`src/rtl/pcw_loader_pkg.sv`:
```
// Shared types and helpers for the multi-segment boot image loader.
package pcw_loader_pkg;

   typedef enum logic [3:0] {
      IDLE,
      SEG,
      WSET,
      WEND,
      RD,
      CHK,
      EXEC,
      FIN,
      DONE,
      ERROR
   } state_e;

   // Widest flattened segment vector and widest single field the slicer handles.
   localparam int unsigned FLAT_W  = 256;
   localparam int unsigned FIELD_W = 32;

   // Extract field idx of width w from a flattened per-segment vector.
   function automatic logic [FIELD_W-1:0] seg_field(input logic [FLAT_W-1:0] flat,
                                                    input int unsigned       idx,
                                                    input int unsigned       w);
      logic [FLAT_W-1:0]  sh;
      logic [FIELD_W-1:0] mask;
      sh   = flat >> (idx * w);
      mask = (w >= FIELD_W) ? '1 : FIELD_W'((64'd1 << w) - 64'd1);
      return sh[FIELD_W-1:0] & mask;
   endfunction

endpackage

```
`src/rtl/pcw_ref_tick.sv`:
```
// Registered one-clk tick on each rising edge of the SDRAM phase reference.
module pcw_ref_tick (
   input  logic clk,
   input  logic reset_n,
   input  logic sdram_clk_ref,
   input  logic sdram_ready,
   output logic tick
);

   logic ref_q;

   // Edge detect against the previous sample; gated by SDRAM readiness.
   always_ff @(posedge clk or negedge reset_n) begin
      if (!reset_n) begin
         ref_q <= 1'b0;
         tick  <= 1'b0;
      end else begin
         ref_q <= sdram_clk_ref;
         tick  <= sdram_ready & sdram_clk_ref & ~ref_q;
      end
   end

endmodule

```
`src/rtl/pcw_image_loader.sv`:
```
// Copies ROM segments into SDRAM, optionally verifies, then launches execution.
module pcw_image_loader
   import pcw_loader_pkg::*;
#(
   parameter int unsigned ADDR_W    = 16,
   parameter int unsigned DATA_W    = 8,
   parameter int unsigned ROM_AW    = 12,
   parameter int unsigned SEG_COUNT = 2,
   parameter int unsigned LEN_W     = 16,
   parameter int unsigned VERIFY    = 0
) (
   input  logic                        clk,
   input  logic                        reset_n,
   input  logic                        start,
   input  logic                        sdram_clk_ref,
   input  logic                        sdram_ready,
   input  logic [SEG_COUNT*ROM_AW-1:0] seg_src,
   input  logic [SEG_COUNT*ADDR_W-1:0] seg_dst,
   input  logic [SEG_COUNT*LEN_W-1:0]  seg_len,
   input  logic [ADDR_W-1:0]           entry_addr,
   output logic [ROM_AW-1:0]           rom_addr,
   input  logic [DATA_W-1:0]           rom_data,
   input  logic [DATA_W-1:0]           rd_data,
   output logic                        wr,
   output logic                        rd,
   output logic [ADDR_W-1:0]           addr,
   output logic [DATA_W-1:0]           data,
   output logic [ADDR_W-1:0]           exec_addr,
   output logic                        exec_enable,
   output logic                        active,
   output logic                        done,
   output logic                        error,
   output logic [ADDR_W-1:0]           err_addr
);

   localparam int unsigned IDX_W = (SEG_COUNT > 1) ? $clog2(SEG_COUNT) : 1;

   state_e             state_q, state_d;
   logic [IDX_W-1:0]   idx_q, idx_d;
   logic [LEN_W-1:0]   remaining_q, remaining_d;
   logic [ROM_AW-1:0]  rom_addr_d;
   logic [ADDR_W-1:0]  addr_d, exec_addr_d, err_addr_d;
   logic [DATA_W-1:0]  data_d;
   logic               wr_d, rd_d, exec_enable_d, active_d, done_d, error_d;

   logic               tick, tick_en, last_seg, mismatch, last_word;
   logic [ROM_AW-1:0]  cur_src;
   logic [ADDR_W-1:0]  cur_dst;
   logic [LEN_W-1:0]   cur_len;
   state_e             adv_state;

   pcw_ref_tick u_tick (
      .clk           (clk),
      .reset_n       (reset_n),
      .sdram_clk_ref (sdram_clk_ref),
      .sdram_ready   (sdram_ready),
      .tick          (tick)
   );

   // Re-gate with live readiness so a drop freezes the FSM on the very next clk.
   assign tick_en   = tick & sdram_ready;
   assign cur_src   = ROM_AW'(seg_field(FLAT_W'(seg_src), 32'(idx_q), ROM_AW));
   assign cur_dst   = ADDR_W'(seg_field(FLAT_W'(seg_dst), 32'(idx_q), ADDR_W));
   assign cur_len   = LEN_W'(seg_field(FLAT_W'(seg_len), 32'(idx_q), LEN_W));
   assign last_seg  = (idx_q == IDX_W'(SEG_COUNT - 1));
   assign mismatch  = (rd_data != data);
   assign last_word = (remaining_q == LEN_W'(1));
   assign adv_state = last_word ? (last_seg ? EXEC : SEG) : WSET;

   // State and datapath registers.
   always_ff @(posedge clk or negedge reset_n) begin
      if (!reset_n) begin
         state_q     <= IDLE;
         idx_q       <= '0;
         remaining_q <= '0;
         rom_addr    <= '0;
         addr        <= '0;
         data        <= '0;
         wr          <= 1'b0;
         rd          <= 1'b0;
         exec_addr   <= '0;
         exec_enable <= 1'b0;
         active      <= 1'b0;
         done        <= 1'b0;
         error       <= 1'b0;
         err_addr    <= '0;
      end else begin
         state_q     <= state_d;
         idx_q       <= idx_d;
         remaining_q <= remaining_d;
         rom_addr    <= rom_addr_d;
         addr        <= addr_d;
         data        <= data_d;
         wr          <= wr_d;
         rd          <= rd_d;
         exec_addr   <= exec_addr_d;
         exec_enable <= exec_enable_d;
         active      <= active_d;
         done        <= done_d;
         error       <= error_d;
         err_addr    <= err_addr_d;
      end
   end

   // Next state: only start leaves the rest states without a tick.
   always_comb begin
      state_d = state_q;
      case (state_q)
         IDLE, DONE, ERROR: if (start) state_d = SEG;
         SEG:  if (tick_en) state_d = (cur_len == '0) ? (last_seg ? EXEC : SEG) : WSET;
         WSET: if (tick_en) state_d = WEND;
         WEND: if (tick_en) state_d = (VERIFY != 0) ? RD : adv_state;
         RD:   if (tick_en) state_d = CHK;
         CHK:  if (tick_en) state_d = mismatch ? ERROR : adv_state;
         EXEC: if (tick_en) state_d = FIN;
         FIN:  if (tick_en) state_d = DONE;
         default: state_d = IDLE;
      endcase
   end

   // Register updates; word advance is folded into the WEND/CHK exit tick.
   always_comb begin
      logic adv;
      adv           = 1'b0;
      idx_d         = idx_q;
      remaining_d   = remaining_q;
      rom_addr_d    = rom_addr;
      addr_d        = addr;
      data_d        = data;
      wr_d          = wr;
      rd_d          = rd;
      exec_addr_d   = exec_addr;
      exec_enable_d = exec_enable;
      active_d      = active;
      done_d        = done;
      error_d       = error;
      err_addr_d    = err_addr;
      case (state_q)
         IDLE, DONE, ERROR: begin
            if (start) begin
               exec_addr_d = entry_addr;
               done_d      = 1'b0;
               error_d     = 1'b0;
               err_addr_d  = '0;
               active_d    = 1'b1;
               idx_d       = '0;
            end
         end
         SEG: begin
            if (tick_en) begin
               if (cur_len == '0) begin
                  if (!last_seg) idx_d = idx_q + IDX_W'(1);
               end else begin
                  addr_d      = cur_dst;
                  rom_addr_d  = cur_src;
                  remaining_d = cur_len;
               end
            end
         end
         WSET: begin
            if (tick_en) begin
               data_d = rom_data;
               wr_d   = 1'b1;
            end
         end
         WEND: begin
            if (tick_en) begin
               wr_d = 1'b0;
               if (VERIFY != 0) rd_d = 1'b1;
               else adv = 1'b1;
            end
         end
         RD: if (tick_en) rd_d = 1'b0;
         CHK: begin
            if (tick_en) begin
               if (mismatch) begin
                  error_d    = 1'b1;
                  err_addr_d = addr;
                  active_d   = 1'b0;
               end else begin
                  adv = 1'b1;
               end
            end
         end
         EXEC: if (tick_en) exec_enable_d = 1'b1;
         FIN: begin
            if (tick_en) begin
               exec_enable_d = 1'b0;
               active_d      = 1'b0;
               done_d        = 1'b1;
            end
         end
         default: ;
      endcase
      if (adv) begin
         addr_d      = addr + ADDR_W'(1);
         rom_addr_d  = rom_addr + ROM_AW'(1);
         remaining_d = remaining_q - LEN_W'(1);
         if (last_word && !last_seg) idx_d = idx_q + IDX_W'(1);
      end
   end

endmodule

```
`config.mk`:
```
export PLATFORM = sky130hd
export DESIGN_NAME = pcw_image_loader
export DESIGN_NICKNAME = d
export VERILOG_FILES = /design/src/rtl/pcw_loader_pkg.sv /design/src/rtl/pcw_ref_tick.sv /design/src/rtl/pcw_image_loader.sv
export SDC_FILE = /design/constraint.sdc
export NUM_CORES = 1
export LEC_CHECK = 0
export BUFFER_PORTS_ARGS = -buffer_cell sky130_fd_sc_hd__buf_2
export CAP_MARGIN = 20
export CORE_ASPECT_RATIO = 0.75
export CORE_UTILIZATION = 54
export DETAILED_ROUTE_END_ITERATION = 8
export PLACE_DENSITY = 0.86
export SYNTH_ARGS = -nofsm -noshare
export SYNTH_HDL_FRONTEND = slang
export SYNTH_SLANG_ARGS = --single-unit
export TNS_END_PERCENT = 30
```
`constraint.sdc`:
```
create_clock -name clk -period 3.75 [get_ports clk]
set_input_delay 0.75 -clock clk [delete_from_list [all_inputs] [get_ports clk]]
set_output_delay 0.75 -clock clk [all_outputs]
set_load 0.005 [all_outputs]
```
==> results.md, run 1 <==
- The run finished with clean final reports.
- After legalization and detailed placement, the total HPWL measured 11500 um.
- The number of DRC markers after the initial detailed-route iteration is 428.
- The number of antenna violations at the first check in global routing is 0.
- STA classifies the critical path endpoint as a flip-flop.
- For this run, the leading register cell type out of synthesis is sky130_fd_sc_hd__dfrtp_1.
- For the final database, setup skew stands at 9.77 ps.
- 0 antenna diodes ended up in the layout.
- The critical path goes through nand2b_1 > nor2_1 > nand2_1 > nor2_2 > buf_4 > a311oi_1 > a311oi_1.
- The region available for standard cell placement spans 0.00977 sq mm.
- The remaining number of nets flagged by the antenna check after routing is 0.
- The number of hold-slack violations in the final timing report is 0.
- Routability-driven placement finished with a final weighted congestion of 0.903.
- The class of the most critical hold timing path is reg2reg.
- Setup repair after global routing left no endpoint under its margin.
- In this run the critical register-to-register path is launched from state_q[3].
- The number of buffers on the longest clock path is 2.
- The number of enable-type register cells in the synthesized netlist is 0.
- In the post-synthesis netlist, the biggest area contributors are sky130_fd_sc_hd__dfrtp_1 44%, sky130_fd_sc_hd__mux2_2 6.8%, sky130_fd_sc_hd__mux2i_1 4.7%.
- The data arrival at the endpoint of the critical path is 2990 ps.
- The worst setup path is launched from a flip-flop.
- Detailed routing inserted a total of 5369 vias.
- The post-route worst hold slack is 406 ps.
- Of all cell types, the one taking the most synthesized area is sky130_fd_sc_hd__dfrtp_1.
- The clock sink count is 96.
- The register bit count reported by yosys is 96.
- The placed cell area is 0.00655 sq mm.
- The post-CTS setup buffer count is 0.
- The depth of the most critical reg-to-reg path is 7.
- For this block, the routed nets add up to 15500 um of wire.
- The delay of the slowest critical-path stage is 730 ps.
- The clock tree synthesis step divided the H-tree into 3 levels.
- For the worst-skew pair, the clock arrives at the later sink with an insertion delay of 350 ps.
- After floorplanning, the core was divided into 31 placement rows.
- Gates resized during post-CTS repair numbered 0.
- The cell with the largest stage delay on the worst path is sky130_fd_sc_hd__nor2_2.
- The post-layout minimum cycle time is 2760 ps.
- Of the synthesized area, sequential elements account for 0.438.
- The number of setup violations in the final report is 0.
- The height of the die is 89.2 um.
- The maximum resistive drop on vdd is 316 uV.
- The via count of the first global-routing pass came to 5031.
- The highest clock rate is 0.362 GHz.
- The destination of the critical timing path is addr[7].
- The number of different library cells in the post-synthesis netlist is 65.
- The first-pass GRT wire length is 24600 um.
- Entering global routing, the biggest net connects 65 pins.
- The mapped cell area is 0.00548 sq mm.
- Summing internal, switching and leakage power gives 4.47 mW.
- At the worst endpoint, the required time is 3980 ps.
- After detailed routing, the number of vias per cell comes to 6.05.
- The share of synthesized area in the top cell type comes to 0.438.
- The critical path crosses 7 cells after its start point.
- For this run, the detailed router's first-pass iteration total came to 5.
- Counting both buffers and inverters, the worst setup path holds a total of 1.
- The wire length per cell is 17.5 um.
- The number of instances in the synthesized netlist is 566.
- The least setup slack across all paths after layout is 990 ps.
- The max capacitance violation total is 0.
- The aggregate global routing overflow is 0.
- The post-synthesis to final-layout area growth is 25.3%.
- The post-detailed-route DRC marker count is 0.
- When the netlist entered floorplanning its net count stood at 695.
- In the final timing run, aggregate negative setup slack is 0 ps.
- The per-instance average area after synthesis is 9.68 sq um.
- The number of slew-limit violations in the final report was 0.
- The net count of the finished layout is 880.
- The effective utilization at floorplan is 0.561.
- During synthesis, Yosys emitted a total of 0 warnings.
- The worst flop-to-flop path endpoint is addr[7].
- The horizontal die dimension is 118 um.
- The number of top-level design ports is 199.
- In this run the worst path has a maximum fanout of 20.
- The total routing resource utilization after global routing is 0.298.
- The critical path is of the reg2reg type.
- The full die area is 0.0106 sq mm.
- The CTS tree is yes.
- The worst pin sits at a relative slew slack of 0.303.
- At the pin with the least slew margin, the transition time is 1040 ps.
- In the finished design, the share of the clock period the worst path needs comes to 0.736.
- The start point of the critical path is state_q[3].
- The setup slack of the most critical reg-to-reg path is 990 ps.
- The post-layout instance area is 0.00686 sq mm.
- The layout cell share with drive strength beyond 1 is 0.361.
- The number of clock buffers added by TritonCTS is 9.
- The power density over the cells is 651 mW/mm^2.
- The number of buffer cells added on primary ports is 197.
- Broken down by cell family, the worst path's largest delay share belongs to simple AND/OR/NAND/NOR gates.
- In this design, the critical path's most frequently occurring cell is sky130_fd_sc_hd__a311oi_1.
- OpenSTA, run right after detailed placement, puts the worst setup slack at 815 ps.
- Clock-pin slew was measured on the worst setup and hold paths at 70 ps.
- The leakage component of the power is 3.22 nW.
- The number of hold buffers added after CTS was 0.
- The root buffer cell chosen for the clock tree is sky130_fd_sc_hd__clkbuf_16.
- Of all flip-flops after synthesis, the portion carrying an async set or reset was 1.00.
==> cells in the mapped netlist (all sizes together) (4+ instances only) <==
cell and n:
o221ai 4, buf 19, a32o 11, and2 6, nor2 32, o211ai 4
nand2 66, dfrtp 96, nand2b 9, o21ai 21, nor4 10, clkbuf 12
inv 17, o31ai 7, a21o 4, a211oi 16, or3 5, mux2 34
nand4 6, nor2b 9, a21oi 27, and3 9, mux2i 26, nand3 23
xor2 11, a311oi 15, ha 4, o22ai 11, nor3 20
==> worst min path at each step <==
stage                             from          end  slack [ps]  cells after the start
final                     u_tick.ref_q  u_tick.tick         410                      1
after detailed placement  u_tick.ref_q  u_tick.tick         400                      1
after global placement    u_tick.ref_q  u_tick.tick         390                      1
after CTS                 u_tick.ref_q  u_tick.tick         410                      1
after floorplan           u_tick.ref_q  u_tick.tick         380                      1
after global routing      u_tick.ref_q  u_tick.tick         420                      1
==> power breakdown <==
| part | leakage [nW] | switching (mW) | internal, mW | total, mW |
|---|---|---|---|---|
| Combinational | 1.89 | 0.795 | 0.759 | 1.55 |
| Clock | 0.149 | 0.422 | 0.531 | 0.953 |
| Sequential | 1.17 | 0.486 | 1.48 | 1.96 |
==> layout by cell type, fill, tap and decap left out, types with 4 or more instances in the layout <==
master,instances
sky130_fd_sc_hd__nand4_1,6
sky130_fd_sc_hd__and3_1,8
sky130_fd_sc_hd__inv_6,4
sky130_fd_sc_hd__nand2b_1,9
sky130_fd_sc_hd__nor3_1,17
sky130_fd_sc_hd__a211oi_1,16
sky130_fd_sc_hd__a311oi_1,15
sky130_fd_sc_hd__and2_1,6
sky130_fd_sc_hd__o31ai_1,7
sky130_fd_sc_hd__buf_4,9
sky130_fd_sc_hd__nand2_1,66
sky130_fd_sc_hd__a21oi_1,26
sky130_fd_sc_hd__dfrtp_1,95
sky130_fd_sc_hd__xor2_1,11
sky130_fd_sc_hd__o21ai_0,21
sky130_fd_sc_hd__inv_1,17
sky130_fd_sc_hd__mux2_2,33
sky130_fd_sc_hd__a32o_1,11
sky130_fd_sc_hd__ha_1,4
sky130_fd_sc_hd__o22ai_1,11
sky130_fd_sc_hd__buf_2,196
sky130_fd_sc_hd__clkbuf_16,9
sky130_fd_sc_hd__nor2_1,30
sky130_fd_sc_hd__o221ai_1,4
sky130_fd_sc_hd__nand3_1,22
sky130_fd_sc_hd__mux2i_1,26
sky130_fd_sc_hd__nor2b_1,9
sky130_fd_sc_hd__nor4_1,8
==> cell families after synthesis <==
group | after synthesis | synth area share
AOI/OAI and AO/OA | 138 | 0.180
buffers and inverters | 48 | 0.0377
xor gates and xnor gates | 13 | 0.0208
muxes | 60 | 0.118
and+or+nand+nor | 206 | 0.195
DFF | 96 | 0.438
other | 1 | 0.000684
adders and majority gates | 4 | 0.00913
==> state kept, by name, summed over array words and instances, names as in the netlist <==
| name | count |
|---|---|
| remaining_q | 16 |
| exec_addr | 16 |
| addr | 16 |
| state_q | 4 |
| done | 1 |
| data | 8 |
| wr | 1 |
| active | 1 |
| error | 1 |
| exec_enable | 1 |
| u_tick.tick | 1 |
| rom_addr | 12 |
| idx_q | 1 |
| err_addr | 16 |
| u_tick.ref_q | 1 |
==> cell type report <==
class                           count  area, sq um
Clock buffer                        9          225
Clock inverter                      7         83.8
Fill cell                         773         2910
Inverter                           17         63.8
Multi-Input combinational cell    422         2870
Sequential cell                    96         2400
Tap cell                          132          165
Timing Repair Buffer              205         1050
==> layer usage <==
metal	wire (um)	vias up	global-route usage
li1	-	2491	-
met1	6730	2566	0.396
met2	7360	274	0.496
met3	1060	38	0.0536
met4	378	0	0.112
met5	0	-	0
==> through the flow <==
| stage | std cells | util |
|---|---|---|
| floorplan | 566 | - |
| detailed placement | 872 | 0.671 |
| global placement | 872 | 0.671 |
| finish | 888 | 0.702 |
| global route | 888 | 0.702 |
| CTS | 888 | 0.702 |
(Power assumes the default switching activity.)
==> run 2, diff against run 1 <==
- CORE_UTILIZATION: 54 -> 50
- PLACE_DENSITY: 0.86 -> 0.81
- clock period: 3.75 -> 2.7 ns (I/O delays scaled with it)
==> run 2 against run 1 <==
Net effect: via count increased by 0.54%; total power increased by 38%; highest routed layer unchanged; sequential power increased by 39%; cell count rose by 2.5%; critical path type unchanged; critical path depth is 1 lower.
==> results.md, run 2 (synthesized netlist as in run 1, its figures left out) <==
- The data arrival at the endpoint of the critical path came to 2650 ps (-340 ps).
- The power density over the cells is 881 mW/mm^2 (+35%).
- The delay of the slowest critical-path stage is 680 ps (-50 ps).
- The transition time at the pin with the least slew margin is 905 ps (-139 ps).
- The post-CTS setup buffer count was 0 (unchanged).
- The highest clock rate came to 0.415 GHz (+14%).
- The number of iterations in the first detailed-routing pass is 5 (unchanged).
- The number of DRC markers after the initial detailed-route iteration is 385 (-10%).
- The total area of sequential cells is 0.00240 sq mm (unchanged).
- The clock tree root buffer cell is sky130_fd_sc_hd__clkbuf_16.
- The post-detailed-routing wire length is 15500 um (about the same).
- The endpoint required time on the critical path is 2940 ps (-1040 ps).
- The final instance count without filler cells is 910 (+2.5%).
- The routability congestion estimate is 0.938 (+3.9%).
- The multi-input combinational cell area is 0.00287 sq mm (unchanged).
- The number of buffers on the longest clock path is 2 (unchanged).
- The number of hold-repair buffers added at the cts stage is 0 (unchanged).
- The worst slew margin relative to its limit is 0.395 (+0.0917).
- The post-layout minimum cycle time is 2410 ps (-349 ps).
- The total half-perimeter wirelength after legalization and detailed placement came to 11800 um (+2.4%).
- The effective utilization at floorplan is 0.524 (-0.0362).
- The number of diodes came to 0 (unchanged).
- The aggregate global routing overflow is 0 (unchanged).
- On the critical path, the stage with the largest delay is an instance of sky130_fd_sc_hd__nor2_2.
- The share of the cycle needed by the critical path after routing was 0.893 (+0.157).
- The number of top-level design ports was 199 (unchanged).
- The leakage component of the power is 3.29 nW (+2.3%).
- The layout cell share with drive strength beyond 1 came to 0.376 (+0.0149).
- The total routing resource utilization after global routing is 0.282 (-0.0155).
- The total core area was 0.0105 sq mm (+6.9%).
- The number of antenna violations at the first check in global routing came to 0 (unchanged).
- The total of cells resized after clock tree synthesis is 0 (unchanged).
- The library cells used most frequently in the layout, excluding fill and tap cells, are 196 x sky130_fd_sc_hd__buf_2, 95 x sky130_fd_sc_hd__dfrtp_1, 66 x sky130_fd_sc_hd__nand2_1, 33 x sky130_fd_sc_hd__mux2_2, 30 x sky130_fd_sc_hd__nor2_1.
- Setup repair after global routing left no endpoint under its margin.
- The number of CTS-inserted buffers is 9 (unchanged).
- The clock sink count is 96 (unchanged).
- The most common cell after layout, fill and taps aside is sky130_fd_sc_hd__buf_2.
- The run finished with clean final reports.
- The wire length per cell is 17.1 um (-2.3%).
- The post-detailed-route DRC marker count is 0 (unchanged).
- The maximum level of the CTS H-tree is 3 (unchanged).
- The sum of buffers and inverters on the critical path is 0 (-1).
- The floorplan row count is 32 (+3.2%).
- The total instance count after detailed placement was 893 (+2.4%).
- The horizontal die dimension was 123 um (+3.9%).
- The number of fillers in the final layout is 834 (+7.9%).
- The remaining number of nets flagged by the antenna check after routing is 0 (unchanged).
- Relative to the synthesized area, the layout overhead comes to 27.6%.
- The number of buffer cells added on primary ports is 197 (unchanged).
- The total negative slack for setup checks is 0 ps (unchanged).
- The signal on the critical path passes through nand4bb_1 > nor2_1 > and3_2 > nor2_2 > nor3_1 > a211o_1.
- The max capacitance violation total is 0 (unchanged).
- The maximum resistive drop on vdd is 371 uV (+17%).
- The clock-pin slew reported for the worst setup and hold paths after clock tree synthesis is 70 ps (about the same).
- The worst setup path is of the reg2reg kind.
- The class of the most critical hold timing path is in2async.
- The net count of the finished layout was 898 (+2.0%).
- The height of the die is 92.7 um (+3.8%).
- The number of hold-slack violations in the final timing report was 0 (unchanged).
- The via-per-instance ratio came to 5.93 (-1.9%).
- The kind of cell with the highest combined delay along the critical path is simple AND/OR/NAND/NOR gates.
- The worst clock skew on the final layout is 6.18 ps (-3.60 ps).
- The pin count of the biggest net entering global routing came to 51 (-22%).
- The first-pass GRT wire length is 24900 um (+1.1%).
- The via count of the first global-routing pass is 5067 (+0.72%).
- The worst setup path is launched from a flip-flop.
- The biggest fanout along the worst timing path is 22 (+10%).
- The number of slew-limit violations in the final report is 0 (unchanged).
- The number of setup violations in the final report is 0 (unchanged).
- The critical path endpoint category is a flip-flop.
- The full die area was 0.0114 sq mm (+7.8%).
- The post-layout utilization of the core was 0.669 (-0.0331).
- TritonCTS built the clock tree.
- The clock latency on the worst-skew pair was 350 ps (about the same).
- The count of vias placed by the detailed router is 5398 (+0.54%).
==> run 2: cell count changes in the layout (fill, tap and decap cells not counted) <==
cell                         delta
sky130_fd_sc_hd__clkbuf_8       +1
sky130_fd_sc_hd__bufinv_16      -1
sky130_fd_sc_hd__buf_4         +17
sky130_fd_sc_hd__inv_6          -2
sky130_fd_sc_hd__buf_8          +1
sky130_fd_sc_hd__clkinvlp_4     +2
==> run 2: final cells by class <==
class,instances,share of cell area
multi-input cells,422,0.411
clock inverters,6,0.00734
inverters,17,0.00913
repair buffers,223,0.170
well taps,136,0.0243
clock buffers,10,0.0342
flip-flops and latches,96,0.344
==> run 2: worst paths after layout <==
kind | startpoint | endpoint | slack (ps) | cells after the start
setup / recovery | state_q[3] | remaining_q[14] | 290 | 6
hold reg to reg | u_tick.ref_q | u_tick.tick | 390 | 1
min in group clk | sdram_clk_ref | u_tick.ref_q | 310 | 1
hold / removal | reset_n | err_addr[3] | 210 | 1
max in group asynchronous | reset_n | exec_addr[13] | 1740 | 2
setup reg to reg | state_q[3] | remaining_q[14] | 290 | 6
==> run 2: through the flow <==
stage / power [mW] / setup slack, ps / hold slack (ps) / instance area, sq um
5_1_grt: 6.58 / 91.0 / 248 / 6990
3_3_place_gp: 4.79 / 214 / 388 / 6690
3_5_place_dp: 4.91 / 106 / 392 / 6690
4_1_cts: 6.16 / 198 / 231 / 6980
6_report: 6.16 / 289 / 210 / 6990
2_1_floorplan: 3.87 / 526 / 244 / 5480
==> run 2: per-layer routing <==
layer	wire length, um	GRT usage
met1	6700	0.387
met2	7400	0.449
met3	1160	0.0480
met4	276	0.0996
met5	0	0
==> run 2: report_power, final <==
group          switching (mW)  internal (mW)  total, mW
combinational            1.10           1.10       2.20
clock                   0.578          0.663       1.24
sequential              0.666           2.05       2.72
==> run 3, diff against run 2 <==
- PLACE_DENSITY: 0.81 -> not set
- PLACE_DENSITY_LB_ADDON: not set -> 0.2
==> run 3 against run 2 <==
Net effect: largest cell class unchanged; register-to-register slack barely moved; clock-buffer cell count unchanged; hold slack got worse by 10 ps; setup slack worse by 7.9 ps; highest routed layer unchanged; clock skew fell by 1.1 ps; wire length grew 0.69%; total power rose by 2.0%; cell count is 0.22% lower; first-iteration DRC count decreased by 27%; critical path depth is 1 higher; die area unchanged.
==> results.md, run 3 (synthesized netlist as in run 1, its figures left out) <==
- The combinational share of power is 0.353 (-0.004).
- The root buffer cell chosen for the clock tree is sky130_fd_sc_hd__clkbuf_16.
- From synthesis to final layout, the design area changed by 28.2%.
- The number of hold-repair buffers added at the cts stage is 0 (unchanged).
- The relative contribution of sequential cells to total power was 0.431 (-0.010).
- The clock-pin slew reported for the worst setup and hold paths after clock tree synthesis came to 70 ps (about the same).
- The clock sink count is 96 (unchanged).
- The worst flop-to-flop path endpoint is rom_addr[7].
- The via count of the first global-routing pass is 5112 (+0.89%).
- The total routing resource utilization after global routing is 0.284 (+0.00203).
- The via-per-instance ratio was 5.91 (-0.45%).
- The maximum resistive drop on vdd is 409 uV (+10%).
- The highest clock rate is 0.413 GHz (-0.33%).
- The remaining number of nets flagged by the antenna check after routing is 0 (unchanged).
- STA classifies the critical path startpoint as a flip-flop.
- The most common cell after layout, fill and taps aside is sky130_fd_sc_hd__buf_2.
- The effective utilization at floorplan is 0.524 (unchanged).
- The layout cell share with drive strength beyond 1 is 0.374 (-0.00162).
- The number of iterations in the first detailed-routing pass came to 5 (unchanged).
- The height of the die is 92.7 um (unchanged).
- The post-route worst hold slack came to 200 ps (-9.96 ps).
- The net switching power is 2.35 mW (+0.59%).
- The critical path endpoint category is a flip-flop.
- The placed cell area is 0.00669 sq mm (about the same).
- The startpoint of the lowest-slack register-to-register path is idx_q.
- The switching portion of total power was 0.375 (-0.00510).
- The aggregate global routing overflow is 0 (unchanged).
- The post-layout instance area is 0.00702 sq mm (+0.47%).
- Leaving out fill and tap cells, the most frequent cells in the layout are 196 x sky130_fd_sc_hd__buf_2, 95 x sky130_fd_sc_hd__dfrtp_1, 66 x sky130_fd_sc_hd__nand2_1, 33 x sky130_fd_sc_hd__mux2_2, 30 x sky130_fd_sc_hd__nor2_1.
- The depth of the most critical reg-to-reg path is 7 (+1).
- The post-layout minimum cycle time was 2420 ps (+7.88 ps).
- The horizontal die dimension is 123 um (unchanged).
- The max capacitance violation total is 0 (unchanged).
- The share of the cycle needed by the critical path after routing came to 0.896 (+0.00292).
- The wire length per cell is 17.2 um (+0.91%).
- The worst setup path category is reg2reg.
- The internal power is 3.92 mW (+2.8%).
- The final instance count without filler cells is 908 (-0.22%).
- The least setup slack across all paths after layout came to 281 ps (-7.88 ps).
- The biggest fanout along the worst timing path is 21 (-4.5%).
- The first-pass GRT wire length came to 25100 um (+0.77%).
- The pin count of the biggest net entering global routing came to 52 (+2.0%).
- The post-CTS setup buffer count is 0 (unchanged).
- The worst slew margin relative to its limit is 0.533 (+0.138).
- The floorplan row count is 32 (unchanged).
- The number of slew-limit violations in the final report is 0 (unchanged).
- The total of cells resized after clock tree synthesis came to 0 (unchanged).
- The number of CTS-inserted buffers is 9 (unchanged).
- The post-detailed-route DRC marker count is 0 (unchanged).
- The transition time at the pin with the least slew margin is 697 ps (-208 ps).
- The total core area was 0.0105 sq mm (unchanged).
- The total instance count after detailed placement is 892 (-0.11%).
- The setup slack of the most critical reg-to-reg path is 280 ps (about the same).
- The worst clock skew on the final layout is 5.04 ps (-1.14 ps).
- The number of top-level design ports is 199 (unchanged).
- The overall power after layout came to 6.28 mW (+2.0%).
- The total half-perimeter wirelength after legalization and detailed placement is 11500 um (-2.2%).
- The number of antenna violations at the first check in global routing is 0 (unchanged).
- TritonCTS built the clock tree.
- The routability congestion estimate was 0.931 (-0.77%).
- The maximum level of the CTS H-tree came to 3 (unchanged).
- The number of buffer cells added on primary ports was 197 (unchanged).
- The post-detailed-routing wire length was 15600 um (+0.69%).
- The power share of the clock group came to 0.216 (+0.015).
- The path class of the tightest hold or removal check is in2async.
- The full die area is 0.0114 sq mm (unchanged).
- The run finished with clean final reports.
- The number of diodes is 0 (unchanged).
- The power density over the cells is 894 mW/mm^2 (+1.5%).
- Setup repair after global routing left no endpoint under its margin.
- The endpoint required time on the critical path is 2930 ps (about the same).
- The count of vias placed by the detailed router is 5362 (-0.67%).
- The leakage component of the power is 3.30 nW (+0.24%).
- The number of DRC markers after the initial detailed-route iteration came to 281 (-27%).
- The data arrival at the endpoint of the critical path is 2650 ps (about the same).
- The post-layout utilization of the core is 0.672 (+0.00311).
- The total negative slack for setup checks came to 0 ps (unchanged).
- The number of hold-slack violations in the final timing report is 0 (unchanged).
- The number of buffers on the longest clock path is 2 (unchanged).
- The number of setup violations in the final report is 0 (unchanged).
- The clock latency on the worst-skew pair is 350 ps (about the same).
- The setup slack after placement is 108 ps (+2.33 ps).
- The net count of the finished layout is 896 (-0.22%).
run 3: cell count changes in the layout (fill, tap and decap cells not counted), moves of 2 or more:
cell                         change
sky130_fd_sc_hd__buf_4           -2
sky130_fd_sc_hd__clkinvlp_4      -2
sky130_fd_sc_hd__nor2_2          -2
sky130_fd_sc_hd__nor2_4          +2
run 3: worst max-delay path by stage:
stage / start / to / slack [ps] / cells after the start
finish: idx_q / rom_addr[7] / 280 / 7
global route: idx_q / remaining_q[14] / 90 / 7
detailed placement: rd_data[6] / rom_addr[3] / 110 / 8
global placement: rd_data[3] / remaining_q[14] / 140 / 7
CTS: idx_q / rom_addr[3] / 110 / 6
floorplan: rd_data[3] / rom_addr[6] / 530 / 6
run 3: critical path, cell delays in order, from the launching register on:
cell                       delay (ps)
sky130_fd_sc_hd__dfrtp_2          500
sky130_fd_sc_hd__nor4_1           300
sky130_fd_sc_hd__nand4_1          250
sky130_fd_sc_hd__a21oi_1          450
sky130_fd_sc_hd__nor2_4           220
sky130_fd_sc_hd__buf_4            230
sky130_fd_sc_hd__a311oi_1         270
sky130_fd_sc_hd__a211oi_1          70
run 3: cell type report:
| type | instances | area (sq um) |
|---|---|---|
| clock buffer | 10 | 239 |
| fill | 841 | 3430 |
| timing repair buffer | 221 | 1180 |
| tap | 136 | 170 |
| multi-input combinational | 422 | 2890 |
| clock inverter | 6 | 75.1 |
| sequential | 96 | 2400 |
| inverter | 17 | 63.8 |
run 3: power by group through the flow:
stage                     Sequential (mW)  Combinational [mW]  Clock, mW
after floorplan                      2.60                1.27          0
after global placement               2.66                2.14          0
after detailed placement             2.71                2.21          0
after CTS                            2.69                2.22       1.38
after global routing                 2.80                2.48       1.42
final                                2.71                2.22       1.35
run 3: per-layer routing:
layer  GRT usage  part of all wire  vias up
met1       0.378              0.43     2580
met2       0.469              0.49      238
met5           0                 0        -
met3      0.0542             0.069       23
met4      0.0843             0.015        0
li1            -                 -     2521
